--- src/rtl/icache_pkg.sv ---
// Shared types and width constants for the direct-mapped instruction cache.
package icache_pkg;

  localparam int unsigned AddrBits         = 32;
  localparam int unsigned IndexBitsDefault = 6;
  localparam int unsigned TagBitsDefault   = AddrBits - IndexBitsDefault - 2;

  typedef enum logic [1:0] {
    StIdle,
    StFill,
    StDone
  } state_e;

  // Tag width for a given number of index bits (one 32-bit word per line).
  function automatic int unsigned tag_bits(int unsigned index_bits);
    return AddrBits - index_bits - 2;
  endfunction

endpackage

--- src/rtl/icache_if.sv ---
// Fetch-side handshake and byte-wide memory port of the instruction cache.
interface icache_if;
  import icache_pkg::*;

  logic                if_req;
  logic [AddrBits-1:0] if_addr;
  logic                flush;
  logic                if_ready;
  logic                if_ok;
  logic [31:0]         if_inst;
  logic                if_hit;

  logic                mem_busy;
  logic [7:0]          mem_din;
  logic [AddrBits-1:0] mem_a;
  logic                mem_rd_en;

  // Requester and memory side.
  modport master (
    output if_req, if_addr, flush, mem_busy, mem_din,
    input  if_ready, if_ok, if_inst, if_hit, mem_a, mem_rd_en
  );

  // Cache side.
  modport slave (
    input  if_req, if_addr, flush, mem_busy, mem_din,
    output if_ready, if_ok, if_inst, if_hit, mem_a, mem_rd_en
  );

endinterface

--- src/rtl/icache_fill.sv ---
// Line fill engine: issues four byte reads and assembles them little-endian into one word.
module icache_fill
  import icache_pkg::*;
(
  input  logic                clk,
  input  logic                rst,
  input  logic                active,
  input  logic                mem_busy,
  input  logic [7:0]          mem_din,
  input  logic [AddrBits-3:0] base,
  output logic                mem_rd_en,
  output logic [AddrBits-1:0] mem_a,
  output logic                done,
  output logic [31:0]         word
);

  logic [2:0]      issue_q, issue_d;
  logic [2:0]      cap_q, cap_d;
  logic            pend_q, pend_d;
  logic [1:0]      pend_lane_q, pend_lane_d;
  logic [3:0][7:0] lanes_q, lanes_d;

  always_comb begin
    issue_d     = issue_q;
    cap_d       = cap_q;
    pend_d      = 1'b0;
    pend_lane_d = pend_lane_q;
    lanes_d     = lanes_q;
    mem_rd_en   = 1'b0;
    mem_a       = '0;
    done        = 1'b0;
    if (!active) begin
      // Any exit from the fill (finish, flush, reset) discards partial state.
      issue_d     = '0;
      cap_d       = '0;
      pend_lane_d = '0;
      lanes_d     = '0;
    end else begin
      if (!mem_busy && (issue_q < 3'd4)) begin
        mem_rd_en   = 1'b1;
        mem_a       = {base, issue_q[1:0]};
        issue_d     = issue_q + 3'd1;
        pend_d      = 1'b1;
        pend_lane_d = issue_q[1:0];
      end
      // The byte issued last cycle lands now, whether or not the port is busy.
      if (pend_q) begin
        lanes_d[pend_lane_q] = mem_din;
        cap_d                = cap_q + 3'd1;
        done                 = (cap_q == 3'd3);
      end
    end
    word = lanes_d;
  end

  always_ff @(posedge clk) begin
    if (rst) begin
      issue_q     <= '0;
      cap_q       <= '0;
      pend_q      <= 1'b0;
      pend_lane_q <= '0;
      lanes_q     <= '0;
    end else begin
      issue_q     <= issue_d;
      cap_q       <= cap_d;
      pend_q      <= pend_d;
      pend_lane_q <= pend_lane_d;
      lanes_q     <= lanes_d;
    end
  end

endmodule

--- src/rtl/icache.sv ---
// Direct-mapped instruction cache, one word per line, filled bytewise from a shared memory port.
module icache
  import icache_pkg::*;
#(
  parameter int unsigned INDEX_BITS = IndexBitsDefault,
  parameter int unsigned BYTE_LAT   = 1
) (
  input logic   clk,
  input logic   rst,
  icache_if.slave bus
);

  localparam int unsigned Lines   = 1 << INDEX_BITS;
  localparam int unsigned TagBits = tag_bits(INDEX_BITS);

  if (BYTE_LAT != 1) begin : g_lat_check
    $error("icache: only BYTE_LAT=1 is supported");
  end

  state_e              state_q, state_d;
  logic [AddrBits-3:0] addr_q, addr_d;
  logic [31:0]         inst_q, inst_d;
  logic                hit_q, hit_d;

  logic [Lines-1:0]    valid_q;
  logic [TagBits-1:0]  tag_mem  [Lines];
  logic [31:0]         data_mem [Lines];

  logic [INDEX_BITS-1:0] req_idx, fill_idx;
  logic [TagBits-1:0]    req_tag, fill_tag;
  logic                  lookup_hit, accept, fill_active, fill_done;
  logic [31:0]           fill_word;
  logic                  unused_addr_bits;

  assign req_idx          = bus.if_addr[INDEX_BITS+1:2];
  assign req_tag          = bus.if_addr[AddrBits-1:INDEX_BITS+2];
  assign fill_idx         = addr_q[INDEX_BITS-1:0];
  assign fill_tag         = addr_q[AddrBits-3:INDEX_BITS];
  assign unused_addr_bits = ^bus.if_addr[1:0];

  assign lookup_hit  = valid_q[req_idx] && (tag_mem[req_idx] == req_tag);
  assign accept      = (state_q == StIdle) && bus.if_req && !bus.flush && !rst;
  assign fill_active = (state_q == StFill) && !bus.flush && !rst;

  icache_fill u_fill (
    .clk       (clk),
    .rst       (rst),
    .active    (fill_active),
    .mem_busy  (bus.mem_busy),
    .mem_din   (bus.mem_din),
    .base      (addr_q),
    .mem_rd_en (bus.mem_rd_en),
    .mem_a     (bus.mem_a),
    .done      (fill_done),
    .word      (fill_word)
  );

  always_comb begin
    state_d = state_q;
    addr_d  = addr_q;
    inst_d  = inst_q;
    hit_d   = hit_q;
    unique case (state_q)
      StIdle: begin
        if (accept) begin
          addr_d = bus.if_addr[AddrBits-1:2];
          if (lookup_hit) begin
            state_d = StDone;
            inst_d  = data_mem[req_idx];
            hit_d   = 1'b1;
          end else begin
            state_d = StFill;
          end
        end
      end
      StFill: begin
        if (fill_done) begin
          state_d = StDone;
          inst_d  = fill_word;
          hit_d   = 1'b0;
        end
      end
      StDone:  state_d = StIdle;
      default: state_d = StIdle;
    endcase
    if (bus.flush) begin
      state_d = StIdle;
    end
  end

  always_ff @(posedge clk) begin
    if (rst) begin
      state_q <= StIdle;
      addr_q  <= '0;
      inst_q  <= '0;
      hit_q   <= 1'b0;
      valid_q <= '0;
    end else begin
      state_q <= state_d;
      addr_q  <= addr_d;
      inst_q  <= inst_d;
      hit_q   <= hit_d;
      if (fill_done) begin
        valid_q[fill_idx] <= 1'b1;
      end
    end
  end

  // Tag/data need no reset: valid bits gate every use.
  always_ff @(posedge clk) begin
    if (fill_done) begin
      tag_mem[fill_idx]  <= fill_tag;
      data_mem[fill_idx] <= fill_word;
    end
  end

  assign bus.if_ready = (state_q == StIdle) && !bus.flush && !rst;
  assign bus.if_ok    = (state_q == StDone) && !bus.flush && !rst;
  assign bus.if_inst  = rst ? '0 : inst_q;
  assign bus.if_hit   = rst ? 1'b0 : hit_q;

endmodule

--- src/flat_wrapper.sv ---
// flat-port wrapper written by rule: the top's interface ports become plain ports
module icache_flat import icache_pkg::*;
#(
  parameter int unsigned INDEX_BITS = IndexBitsDefault,
  parameter int unsigned BYTE_LAT   = 1
)
  (clk, rst, bus_if_req, bus_if_addr, bus_flush, bus_mem_busy, bus_mem_din, bus_if_ready, bus_if_ok, bus_if_inst, bus_if_hit, bus_mem_a, bus_mem_rd_en);
  icache_if bus_i ();
  input logic clk;
  input logic rst;
  input wire logic [$bits(bus_i.if_req)-1:0] bus_if_req;
  input wire logic [$bits(bus_i.if_addr)-1:0] bus_if_addr;
  input wire logic [$bits(bus_i.flush)-1:0] bus_flush;
  input wire logic [$bits(bus_i.mem_busy)-1:0] bus_mem_busy;
  input wire logic [$bits(bus_i.mem_din)-1:0] bus_mem_din;
  output wire logic [$bits(bus_i.if_ready)-1:0] bus_if_ready;
  output wire logic [$bits(bus_i.if_ok)-1:0] bus_if_ok;
  output wire logic [$bits(bus_i.if_inst)-1:0] bus_if_inst;
  output wire logic [$bits(bus_i.if_hit)-1:0] bus_if_hit;
  output wire logic [$bits(bus_i.mem_a)-1:0] bus_mem_a;
  output wire logic [$bits(bus_i.mem_rd_en)-1:0] bus_mem_rd_en;
  assign bus_i.if_req = bus_if_req;
  assign bus_i.if_addr = bus_if_addr;
  assign bus_i.flush = bus_flush;
  assign bus_i.mem_busy = bus_mem_busy;
  assign bus_i.mem_din = bus_mem_din;
  assign bus_if_ready = bus_i.if_ready;
  assign bus_if_ok = bus_i.if_ok;
  assign bus_if_inst = bus_i.if_inst;
  assign bus_if_hit = bus_i.if_hit;
  assign bus_mem_a = bus_i.mem_a;
  assign bus_mem_rd_en = bus_i.mem_rd_en;
  icache #(.INDEX_BITS(INDEX_BITS), .BYTE_LAT(BYTE_LAT)) u_core (.clk(clk), .rst(rst), .bus(bus_i));
endmodule
--- config.mk ---
export PLATFORM = sky130hd
export DESIGN_NAME = icache_flat
export DESIGN_NICKNAME = d
export VERILOG_FILES = /design/src/rtl/icache_pkg.sv /design/src/rtl/icache_if.sv /design/src/rtl/icache_fill.sv /design/src/rtl/icache.sv /design/src/flat_wrapper.sv
export SDC_FILE = /design/constraint.sdc
export NUM_CORES = 2
export LEC_CHECK = 0
export ABC_AREA = 1
export BUFFER_PORTS_ARGS = -buffer_cell sky130_fd_sc_hd__buf_2
export CAP_MARGIN = 20
export CORE_MARGIN = 3
export CORE_UTILIZATION = 40
export DETAILED_ROUTE_END_ITERATION = 12
export GPL_TIMING_DRIVEN = 1
export PLACE_DENSITY_LB_ADDON = 0.08
export SKIP_CTS_REPAIR_TIMING = 1
export SYNTH_ARGS = -nofsm -noshare
export SYNTH_HDL_FRONTEND = slang
export SYNTH_HIERARCHICAL = 1
export SYNTH_SLANG_ARGS = --single-unit
--- constraint.sdc ---
create_clock -name clk -period 5 [get_ports clk]
set_clock_uncertainty 0.05 [all_clocks]
set_input_delay 1 -clock clk [delete_from_list [all_inputs] [get_ports clk]]
set_output_delay 1 -clock clk [all_outputs]
set_load 0.01 [all_outputs]
# == Word level (Yosys, flattened, before mapping) ==
# Memories as Yosys holds them, arrays and structs flattened.
# Cells that the tools add are included.
# totals
input_bits,45
elab_cells,86
memories,2
mem_bits_rw,3584
output_inout_bits,68
regBits,170
# mem_list
memory,words,width,read_ports,rd_clocked_by_memory_dff,write_ports,line,text
u_core.data_mem,64,32,1,0,1,icache.sv:27,logic [31:0] data_mem [Lines];
u_core.tag_mem,64,24,1,0,1,icache.sv:26,logic [TagBits-1:0] tag_mem [Lines];
# op_classes
reduce_logical,23
n_lt_le_gt_ge,6
n_bitwise,2
n_mux,31
n_addsub,2
eq_ne,7
# op_table
operator,count
32-bit two-way mux,8
64-bit OR,1
32-bit case mux with 2 select lines,1
32-bit bitwise mux,1
24-bit == test,1
8-bit demux with 2-bit select,1
6-bit by 7-bit < comparator with 1-bit output (second input constant),2
1-bit logical AND,13
1-bit two-way mux,12
8-bit two-way mux,1
3-bit by 1-bit adder with 3-bit output (second input constant),2
1-bit binary-select mux with 6-bit select,1
1-bit demux with 6-bit select,1
6-bit by 1-bit greater-or-equal comparator with 1-bit output (second input constant),1
2-bit two-way mux,3
2-bit by 1-bit inequality test with 1-bit output (second input constant),3
2-bit case mux with 2 select lines,1
2-bit AND reduction,2
4-bit AND reduction,1
2-bit OR reduction,2
3-bit by 2-bit == test with 1-bit output (second input constant),1
1-bit logical NOT,3
2-bit by 3-bit < comparator with 1-bit output (second input constant),1
3-bit < comparator (second input constant),1
other kinds (7),7

# == Longest topological paths before layout ==
# logic_depth
word_depth,9
depth_mapped,24
mapped_depth_nobuf,20

# == Modules after synthesis ==
# The synthesis kept the hierarchy.
# by_module_without_submodules
mod,area_per_inst_um2,instances,cells_per_inst,seq_area_each_um2
icache,146768.3,1,11757,110205.7
icache_fill,2142.1,1,362,820.8

# == Worst setup path before layout ==
# Ideal clock, no wire load.
# synth_path
path_kind,input-to-reg
start,input rst
end,"memory u_core.data_mem[25][0], enable pin"
arrival_time_ps,4409
required_ps,4478
setup_time_ps,472
setup_slack_ps,70
n_path_buf,1
cell_stages,10
cell_sequence,nor2_1 > inv_1 > nor2_1 > buf_2 > inv_1 > nor2_1 > nand2_1 > nor2_1 > inv_1 > nor2_1
# synth_between
elab_chain_len,5
# synth_lines
item,line,text
from (decl),flat_wrapper.sv:10,input logic rst;
1-bit logical NOT,icache.sv:43,assign fill_active = (state_q == StFill) && !bus.flush && !rst;
1-bit logical AND,icache.sv:43,
net u_core.fill_active,icache.sv:31,"logic lookup_hit, accept, fill_active, fill_done;"
1-bit two-way mux,icache_fill.sv:32,if (!active) begin
net u_core.fill_done,icache.sv:31,
1-bit two-way mux,icache.sv:111,if (fill_done) begin
1-bit two-way mux (not written as such),icache.sv:113,data_mem[fill_idx] <= fill_word;
to (decl),icache.sv:27,
# The timed path passes the listed nets, and every way through them passes these cells.

# == Worst setup path after layout ==
# layout_path
start,register u_core.state_q[0]
end,output bus_mem_a[18]
# layout_between
elab_chain_len,4
# layout_lines
item,line,text
from (decl),icache.sv:20,"state_e state_q, state_d;"
from (signal assigned),icache.sv:93,state_q <= StIdle;
from (signal assigned),icache.sv:99,state_q <= state_d;
2-bit by 1-bit == test with 1-bit output,icache.sv:43,
1-bit logical AND (2 in series),icache.sv:43,
net u_core.fill_active,icache.sv:31,
32-bit two-way mux,icache_fill.sv:32,
to (decl),flat_wrapper.sv:20,output wire logic [$bits(bus_i.mem_a)-1:0] bus_mem_a;
# The timed path passes the listed nets, and every way through them passes these cells.

==> flow_summary.yaml <==
outcome:
  status: "complete, no violations"
setup_path:
  critPathTopFamily: "simple AND/OR/NAND/NOR gates"
  crit_fanout: 25
  cp-end-kind: "output port"
  crit_chain: "inv_1, nor2_4, inv_2, nor2_4, nand2_4, buf_4, nor2_1, buf_2"
  cp.arrival_ps: 2990
  critical_path.slowest_cell: "dfxtp_1"
  required_ps: 3950
  cp.buffers_inverters: 4
  cpPeakStageDelay_ps: 410
  path_class: "reg -> out"
  path_common_cell: "nor2_4"
  crit_path_start_kind: "flip-flop"
synth:
  ys.warnings.count: 6
  synth_area_per_cell_um2: 12.3
  synth_area_mm2: 0.149
  syn_nets: 12200
  ys_seq_area_share_pct: 74.6
  ys_ff_latch: 3754
  netlist_instances: 12100
  ys_types: 36
clock_tree:
  clk_pin_slew_ps: 60
  h-tree-depth: 5
  cts_made_buffers: 406
  cts_tree: "done"
  clk_latency_ps: 980
  clock_sinks: 3754
  cts_max_path_buffers: 4
  cts-root-buf: "clkbuf_16"
placement:
  port_buffers: 110
  place_congestion: 0.809
  hpwl_um: 279000
sta:
  tightest_slew_ps: 1120
  slew_headroom_pct: 25.3
  setup_tns_ps: 0
  min_period_ps: 4040
  hold_violations: 0
  fmax_mhz: 248
  rsz0062_at_grt: "no"
  setup_viol: 0
  report.final.slew_viol_count: 0
  fin_crit_sh_pct: 80.7
die:
  io_pins: 113
  start_util_pct: 40.3
  rows: 223
  die_w_um: 616
  die_y_um: 616
  dieArea_mm2: 0.380
  core_area_mm2: 0.370
pwr:
  ir_worst_vdd_uv: 264
  power_leakage_uw: 0.0579
  comb_power_share_pct: 5.2
  total_power_uw: 66900
  p_int_uw: 51900
  p_seq_share_pct: 50.9
  power_switching_uw: 15000
  pwr-share-clk_pct: 43.9
  powerDensity_mw_per_mm2: 388
  switching_share_pct: 22.4
routing:
  wl_per_cell_um: 29.7
  drt_iter0_markers: 12000
  wl_um: 523000
  antenna_left: 0
  first_pass_iters: 6
  dr_total_vias: 101000
  viasPerCell: 5.75
  drc_errors: 0
grt:
  track_usage_pct: 26.8
  grt_max_degree: 173
  overflow: 0
  antenna_found_initial: 23
  grt_pass1_wl_um: 734000
  grt_pass1_vias: 96000
job:
  max_cap_violations: 0
finish:
  final-seq-area_mm2: 0.111
  final_common_cell: "edfxtp_1"
  nFillCells: 32900
  layout-drive-gt1-share_pct: 10.5
  final_cell_mix: "edfxtp_1, nand2_1, nand3_1"
  areaGrowthSynthToFinish_pct: 15.7
  multi_input_comb_area_mm2: 0.0339
  fin_nets: 12400
hold_path:
  hp-class: "in -> reg"
[power by group through the flow]
stage | clock network, µW | registers (µW) | logic [µW]
after floorplan | 0 | 34800 | 2010
after global placement | 0 | 34700 | 3440
after detailed placement | 0 | 34700 | 3460
after CTS | 29800 | 34100 | 3470
after global routing | 31100 | 34000 | 3800
final | 29400 | 34100 | 3510
[state kept, by name, indices dropped and copies added (netlist names)]
name,cells
u_core/u_fill/pend_lane_q,2
u_core/valid_q,64
u_core/u_fill/pend_q,1
u_core/data_mem,2048
u_core/u_fill/issue_q,3
u_core/u_fill/lanes_q,32
u_core/addr_q,30
u_core/tag_mem,1536
u_core/u_fill/cap_q,3
u_core/inst_q,32
u_core/state_q,2
u_core/hit_q,1
[path summary, 6_finish.rpt]
check	from	endpoint	slack, ps	cells after the start
setup reg to reg	u_core/tag_mem[15][3]	u_core/inst_q[0]	1650	20
hold reg to reg	u_core/hit_q	u_core/hit_q	410	2
setup / recovery	u_core/state_q[0]	bus_mem_a[18]	960	8
hold / removal	bus_if_addr[8]	u_core/addr_q[6]	260	3
[synth_stat cells, drive strengths merged]
master	number	area share [%]
a21oi	64	0.22
a31oi	13	0.055
a32o	2	0.013
buf	468	1.6
clkbuf	377	0.95
clkinv	2	0.0050
dfxtp	170	2.3
edfxtp	3584	72
ha	3	0.025
inv	178	0.45
mux2	1	0.0076
nand2	1952	4.9
nand3	1640	5.5
nand3b	16	0.081
nor2	1698	4.3
nor3	19	0.064
o211ai	21	0.11
o21a	1	0.0050
o21ai	1287	4.3
o21bai	1	0.0050
o221ai	71	0.42
o22a	2	0.012
o22ai	524	2.2
o311ai	5	0.029
o31ai	3	0.015
o32ai	16	0.094
xnor2	1	0.0059
[tightest hold or removal path, cell delays in order]
cell	delay, ps
buf_2	120
nand2_1	60
a21oi_1	50
[per-layer routing]
layer,GRT usage [%],wire [µm],part of all wire (%)
met5,0,26,0.0050
met4,9.94,20700,4.0
met3,3.67,38300,7.3
met1,37.1,219000,42
met2,43.3,245000,47
[final cells by class]
class	instances	area share, %
Clock inverter	222	1.15
Timing Repair Buffer	662	4.36
Antenna cell	15	0.0218
Tap cell	4950	3.59
Sequential cell	3754	64.4
Multi-Input combinational cell	7340	19.7
Clock buffer	523	6.32
Inverter	180	0.417
[metrics by stage]
stage	instance area, µm²	std cells	hold slack, ps	util [%]	setup slack [ps]
2_1_floorplan	149000	12100	382	-	69.8
4_1_cts	172000	17600	185	46.6	924
6_report	172000	17600	264	46.6	964
5_1_grt	172000	17600	244	46.6	857
3_5_place_dp	159000	16900	407	43.1	96.7
3_3_place_gp	159000	16900	397	43.1	49.8
[logic make-up (layout without fill, tap and decap cells)]
logic type	after synthesis	count (layout)	synth area share, %
flip-flops	3754	3754	74.6
buffers and inverters	1025	1587	3.04
multiplexers	1	1	0.00756
AO/OA/AOI/OAI	2010	2010	7.49
AND/OR/NAND/NOR	5325	5325	14.9
other	0	15	0
adder cells (fa/ha/maj)	3	3	0.0252
XOR/XNOR	1	1	0.00588
Note: power is estimated with default switching activity, not from simulation.
